--- config.mk ---
export PLATFORM = sky130hd
export DESIGN_NAME = led_scan_ctrl
export DESIGN_NICKNAME = d
export VERILOG_FILES = /design/src/rtl/led_pkg.sv /design/src/rtl/led_frame_timer.sv /design/src/rtl/led_scan_ctrl.sv
export SDC_FILE = /design/constraint.sdc
export NUM_CORES = 1
export LEC_CHECK = 0
export CORE_ASPECT_RATIO = 1.1
export CORE_MARGIN = 10
export CORE_UTILIZATION = 48
export CTS_BUF_LIST = sky130_fd_sc_hd__clkbuf_4
export DETAILED_ROUTE_END_ITERATION = 10
export PLACE_DENSITY = 0.7
export SETUP_SLACK_MARGIN = 0.15
export SLEW_MARGIN = 20
export SYNTH_ARGS = -nofsm -noshare
export SYNTH_HDL_FRONTEND = slang
export SYNTH_SLANG_ARGS = --single-unit
--- constraint.sdc ---
create_clock -name clk -period 3.06 [get_ports clk]
set_input_delay 0.612 -clock clk [delete_from_list [all_inputs] [get_ports clk]]
set_output_delay 0.612 -clock clk [all_outputs]
set_load 0.05 [all_outputs]
--- src/rtl/led_pkg.sv ---
// ----------------------------------------------------------------------------
// led_pkg
// Shared constants for the LED column scanner front-end.
//   - Write-port address map (column bytes, commit strobe, brightness).
//   - FSM state encoding for the commit/swap controller.
//   - Number of scanned columns.
// ----------------------------------------------------------------------------
package led_pkg;

    localparam int NCOLS = 4;

    localparam logic [2:0] ADDR_COL0   = 3'd0;
    localparam logic [2:0] ADDR_COL1   = 3'd1;
    localparam logic [2:0] ADDR_COL2   = 3'd2;
    localparam logic [2:0] ADDR_COL3   = 3'd3;
    localparam logic [2:0] ADDR_COMMIT = 3'd4;
    localparam logic [2:0] ADDR_BRIGHT = 3'd5;

    localparam logic [0:0] ST_IDLE    = 1'b0;
    localparam logic [0:0] ST_PENDING = 1'b1;

endpackage

--- src/rtl/led_frame_timer.sv ---
// ----------------------------------------------------------------------------
// led_frame_timer
// Free-running frame counter with a registered end-of-frame pulse. Shared
// with the scanner so both agree on where a frame starts.
// Ports:
//   clk        in   system clock
//   resetn     in   synchronous active-low reset
//   frame_tick out  1-cycle pulse, registered from (counter == all-ones)
// ----------------------------------------------------------------------------
module led_frame_timer #(
    parameter int FRAME_BITS = 18
) (
    input  logic clk,
    input  logic resetn,
    output logic frame_tick
);

    logic [FRAME_BITS-1:0] cnt;

    // NOTE: sequential state uses non-blocking assignments so every register
    // samples pre-edge values regardless of statement order.
    always_ff @(posedge clk) begin
        if (!resetn) begin
            cnt        <= '0;
            frame_tick <= 1'b0;
        end else begin
            cnt        <= cnt + 1'b1;
            frame_tick <= (cnt == '1);
        end
    end

endmodule

--- src/rtl/led_scan_ctrl.sv ---
// ----------------------------------------------------------------------------
// led_scan_ctrl
// Double-buffered register front-end for the 4x8 LED column scanner. The CPU
// fills a back buffer through a valid/ready write port and then commits; the
// back buffer is copied to the front buffer only on a frame boundary, so a
// half-written image is never shown.
// Optional feature macro: LED_SCAN_CTRL_DIM_EN (brightness register + PWM
// gating of the column outputs).
// Ports:
//   clk, resetn      clock, synchronous active-low reset
//   wr_valid/ready   write handshake; accepted when both high
//   wr_addr/data     0-3 back column, 4 commit, 5 brightness, 6-7 ignored
//   busy             commit pending (waiting for frame boundary)
//   frame_tick       end-of-frame pulse
//   swap_done        pulse in the cycle after the front buffer updates
//   leds1..leds4     registered column bytes to the scanner
// ----------------------------------------------------------------------------
module led_scan_ctrl
    import led_pkg::*;
#(
    parameter int FRAME_BITS = 18,
    parameter int PWM_BITS   = 4
) (
    input  logic       clk,
    input  logic       resetn,
    input  logic       wr_valid,
    output logic       wr_ready,
    input  logic [2:0] wr_addr,
    input  logic [7:0] wr_data,
    output logic       busy,
    output logic       frame_tick,
    output logic       swap_done,
    output logic [7:0] leds1,
    output logic [7:0] leds2,
    output logic [7:0] leds3,
    output logic [7:0] leds4
);

    logic [0:0] state;
    logic [7:0] back_buf  [NCOLS];
    logic [7:0] front_buf [NCOLS];
    logic [7:0] leds_q    [NCOLS];
    logic       wr_fire;
    logic       pwm_lit;

    led_frame_timer #(
        .FRAME_BITS (FRAME_BITS)
    ) u_frame_timer (
        .clk        (clk),
        .resetn     (resetn),
        .frame_tick (frame_tick)
    );

    // Back buffer is frozen while a swap is pending by refusing writes.
    assign wr_ready = (state == ST_IDLE);
    assign busy     = (state == ST_PENDING);
    assign wr_fire  = wr_valid && wr_ready;

    // NOTE: the buffers are a handful of flops, not a RAM, so they are reset
    // explicitly; a reset during PENDING thus discards the queued image.
    always_ff @(posedge clk) begin
        if (!resetn) begin
            state     <= ST_IDLE;
            swap_done <= 1'b0;
            for (int i = 0; i < NCOLS; i++) begin
                back_buf[i]  <= 8'h00;
                front_buf[i] <= 8'h00;
            end
        end else begin
            swap_done <= 1'b0;
            case (state)
                ST_IDLE: begin
                    if (wr_fire) begin
                        if (!wr_addr[2]) begin
                            back_buf[wr_addr[1:0]] <= wr_data;
                        end else if (wr_addr == ADDR_COMMIT) begin
                            // A commit landing on a tick cycle waits for the
                            // following tick: PENDING is only entered here.
                            state <= ST_PENDING;
                        end
                    end
                end
                ST_PENDING: begin
                    if (frame_tick) begin
                        for (int i = 0; i < NCOLS; i++) begin
                            front_buf[i] <= back_buf[i];
                        end
                        state     <= ST_IDLE;
                        swap_done <= 1'b1;
                    end
                end
                default: state <= ST_IDLE;
            endcase
        end
    end

`ifdef LED_SCAN_CTRL_DIM_EN
    logic [PWM_BITS-1:0] brightness;
    logic [PWM_BITS-1:0] pwm_cnt;

    always_ff @(posedge clk) begin
        if (!resetn) begin
            brightness <= '1;
            pwm_cnt    <= '0;
        end else begin
            pwm_cnt <= pwm_cnt + 1'b1;
            if (wr_fire && (wr_addr == ADDR_BRIGHT)) begin
                brightness <= wr_data[PWM_BITS-1:0];
            end
        end
    end

    // Brightness b lights b+1 of 2**PWM_BITS phases; all-ones is always on.
    assign pwm_lit = (pwm_cnt <= brightness);
`else
    // No dimming: every phase is lit.
    assign pwm_lit = (PWM_BITS > 0);
`endif

    always_ff @(posedge clk) begin
        if (!resetn) begin
            for (int i = 0; i < NCOLS; i++) begin
                leds_q[i] <= 8'h00;
            end
        end else begin
            for (int i = 0; i < NCOLS; i++) begin
                leds_q[i] <= pwm_lit ? front_buf[i] : 8'h00;
            end
        end
    end

    assign leds1 = leds_q[0];
    assign leds2 = leds_q[1];
    assign leds3 = leds_q[2];
    assign leds4 = leds_q[3];

endmodule

==> impl.org <==
** Setup path
- Worst stage delay on the critical path :: between 0.8 and 0.9 ns
- Ordered cell list for the critical path :: clkdlybuf4s50_1
- Counting both buffers and inverters, the worst setup path holds a total of 1.
- Counting cells, the worst reg-to-reg path comes to 3.
- WS Path Type :: reg -> out
- For the worst setup path, the data required time is 2.45 ns.
- Worst Setup End Kind :: primary output
- STA classifies the critical path startpoint as a flop.
- Of all nets on the critical path, the largest fanout is 5.
- Crit path max-delay family :: buffers and inverters
- In this run the number of cells on the critical path is 1.
- On the critical path, the stage with the largest delay is an instance of sky130_fd_sc_hd__clkdlybuf4s50_1.
- Data arrives at the worst endpoint at 1.78 ns.

** Floorplanning
- The floorplan has 35 rows.
- For this configuration, the core starts out at a cell density of around 49%.
- Core area :: 8360 µm²
- Overall die width :: approximately 110 µm
- The die is 117 µm tall.
- Top-level I/O count :: 50
- The floorplan step defined a die boundary enclosing between 10000 and 15000 µm².

** Job
- Number of maximum-capacitance violations :: 0

** Yosys
- The number of different library cells used by synthesis comes to 36.
- Post-synthesis register bit count :: 117
- The cell area that synthesis handed to floorplanning was about 4100 µm².
- Cell taking the most area after synthesis :: sky130_fd_sc_hd__dfxtp_1
- Gate count after technology mapping :: 317
- Most used DFF post-synth :: sky130_fd_sc_hd__dfxtp_1
- Yosys attributes the largest share of cell area to sky130_fd_sc_hd__dfxtp_1, sky130_fd_sc_hd__edfxtp_1, sky130_fd_sc_hd__and2_1, sky130_fd_sc_hd__a22o_1, sky130_fd_sc_hd__xor2_1.
- During synthesis, Yosys emitted a total of 0 warnings.
- Share of flip-flops with an asynchronous set or reset :: 0%
- In this run the biggest area consumer among cell types represents a little under two fifths of the synthesized area.
- Yosys mapped a number of flops with a built-in enable equal to 40.
- The share of the Yosys chip area taken by registers is between 60% and 70%.
- Mean post-synth cell area :: between 10 and 15 µm²
- Number of nets in the synthesized netlist :: 332

** Clock tree
- Count of hold-fix buffers inserted at cts :: 0
- Buffers inserted during clock tree synthesis total 17.
- The clock drives 117 sinks.
- The number of gates resized after CTS was 0.
- After clock tree synthesis, the clock-pin slew on the worst setup and hold paths is ~0.09 ns.
- Post-CTS setup-driven buffer insertion count :: 0
- Clock latency at the later pin of the worst-skew pair :: between 0.4 and 0.5 ns
- The H-tree was split into 4 levels.
- TritonCTS built the clock tree.
- No sink is reached through more buffers than the 2 on the longest clock path.
- In this run the clock root is driven by a sky130_fd_sc_hd__clkbuf_4.

** Timing
- For this run, the top clock speed supported by timing is 0.419 GHz.
- The worst path in the final design needs a cycle of 2.39 ns, including I/O delays and setup.
- The number of max-slew violations in the final report was 0.
- Setup slack after layout :: about 0.67 ns
- Final Cycle Share :: 78.1%
- For the pin with the worst max-slew slack, the measured transition is approximately 1.0 ns.
- Measured against its own limit, the worst slew margin works out to a little under a third.
- On the final layout, the worst clock skew is between 0.015 and 0.02 ns.
- Setup repair after global routing missed its margin :: false
- Setup violations remaining at the end of the flow were counted as 0.
- Number of hold violations in the final report :: 0
- Setup TNS :: 0 ns

** Layout
- Proportion of layout cells with a drive suffix above 1 :: around an eighth
- The library cell used most frequently in the layout, excluding fill and tap cells, is sky130_fd_sc_hd__and2_1.
- Most used cells in the layout excluding fill and tap cells :: sky130_fd_sc_hd__and2_1, sky130_fd_sc_hd__dfxtp_1, sky130_fd_sc_hd__clkdlybuf4s50_1, sky130_fd_sc_hd__edfxtp_1, sky130_fd_sc_hd__a22o_1
- Fill cell count :: about 690
- Area added between synthesis and finish :: 22.6%
- The final layout contains ~390 nets.

** Hold path
- The path class of the tightest hold or removal check is reg -> reg.
- Cell depth of the worst min-delay path :: 1

** Drt
- The first TritonRoute pass finished after 4 iterations.
- Average wire per cell in the routed design :: 14.1 µm
- The routed layout has 2406 vias.
- For this run, design rule violations remaining after detail routing come to 0.
- DR vias/cell :: a little under 5
- Total Wirelength :: roughly 7.1 mm
- The count of nets left with antenna violations once routing finished came out at 0.
- The detailed router finished its first iteration with 68 violations.

** Placed design
- The wire-length estimate of the detail-placed layout is around 5 mm.
- At the end of routability-driven placement, the weighted congestion stood at approximately 0.81.
- Worst slack at placement :: ~0.42 ns
- Buffers placed on the I/O ports in this run total roughly 50.

** Global routing
- Via count of the first global-routing pass :: between 2000 and 2500
- Entering global routing, the biggest net connects 41 pins.
- Global-route wire length before repair :: 11.6 mm
- Overflow left after global routing :: 0
- Combined global-route utilization of all metal layers :: between 10% and 20%
- The number of antenna violations at the first check in global routing was 1.

** Power
- The worst-case IR drop observed on VDD is 0.281 mV.
- Summed over all cells, the static leakage comes to just under 2 nW.
- Power per cell area :: 594 nW/µm²

** Outcome
- Outcome :: completed
==> registers in the layout, indices dropped and copies added (netlist names) <==
| signal | flops |
|---|---|
| back_buf | 32 |
| swap_done | 1 |
| u_frame_timer.cnt | 18 |
| busy | 1 |
| leds_q | 32 |
| u_frame_timer.frame_tick | 1 |
| front_buf | 32 |
==> metrics by stage <==
step / instances / total power [mW] / instance area (µm²) / hold slack [ns] / utilization, %
5_1_grt: 501 / 3.11 / 5040 / 0.490 / 60.3
2_1_floorplan: 317 / 1.75 / 4120 / 0.426 / -
3_5_place_dp: 468 / 1.81 / 4710 / 0.437 / 56.3
4_1_cts: 500 / 3.03 / 5040 / 0.460 / 60.2
6_report: 501 / 3.00 / 5040 / 0.457 / 60.3
3_3_place_gp: 468 / 1.81 / 4710 / 0.435 / 56.3
==> final cells by class <==
type	count	area (µm²)	area share, %
Tap cell	111	139	2.75
Timing Repair Buffer	53	520	10.3
Multi-Input combinational cell	181	1290	25.6
Antenna cell	1	2.50	0.0496
Inverter	6	22.5	0.447
Clock inverter	13	181	3.60
Clock buffer	19	143	2.83
Sequential cell	117	2740	54.4
==> Yosys cell counts, types with 2 or more instances <==
cell type and n:
sky130_fd_sc_hd__a21boi_1 2, sky130_fd_sc_hd__a22o_1 24, sky130_fd_sc_hd__and2_1 84, sky130_fd_sc_hd__and4_1 2, sky130_fd_sc_hd__buf_2 5, sky130_fd_sc_hd__clkbuf_1 7
sky130_fd_sc_hd__dfxtp_1 77, sky130_fd_sc_hd__edfxtp_1 40, sky130_fd_sc_hd__inv_1 5, sky130_fd_sc_hd__mux2i_1 3, sky130_fd_sc_hd__nand2_1 10, sky130_fd_sc_hd__nand2b_1 5
sky130_fd_sc_hd__nand3_1 5, sky130_fd_sc_hd__nor2_1 4, sky130_fd_sc_hd__nor3_1 2, sky130_fd_sc_hd__nor3_2 4, sky130_fd_sc_hd__nor4_1 2, sky130_fd_sc_hd__nor4_2 3
sky130_fd_sc_hd__o21ai_0 5, sky130_fd_sc_hd__or3_1 3, sky130_fd_sc_hd__xnor2_1 4, sky130_fd_sc_hd__xor2_1 7
==> metal layers <==
metal  up-vias  routed length (µm)  global-route usage, %
li1       1219                   -                      -
met1      1099                3100                   13.4
met2        77                3340                   18.7
met3        11                 494                   4.98
met4         0                 117                   6.42
met5         -                   0                      0
==> cell families after synthesis <==
logic type                 after synthesis  share of synthesized area (%)
buffers and inverters                   19                           2.07
xor gates and xnor gates                11                           2.34
muxes                                    3                          0.730
and+or+nand+nor                        132                           21.2
adders and majority gates                1                          0.304
DFF                                    117                           66.6
AOI/OAI and AO/OA                       34                           6.72
==> path summary, 6_finish.rpt <==
path	startpoint	end	slack (ns)
setup / recovery	busy$_SDFF_PN0_	busy	0.67
hold / removal	front_buf[0][26]$_SDFFCE_PN0P_	leds_q[0][26]$_SDFF_PN0_	0.46
setup reg to reg	busy$_SDFF_PN0_	back_buf[2][5]$_SDFFCE_PN0P_	1.22
hold reg to reg	front_buf[0][26]$_SDFFCE_PN0P_	leds_q[0][26]$_SDFF_PN0_	0.46
==> report_power, final <==
part | switching (mW) | leakage (nW) | internal (mW)
clock | 0.557 | 0.174 | 0.667
sequential | 0.0140 | 1.03 | 1.64
combinational | 0.0743 | 0.746 | 0.0427
(Power assumes the default switching activity.)
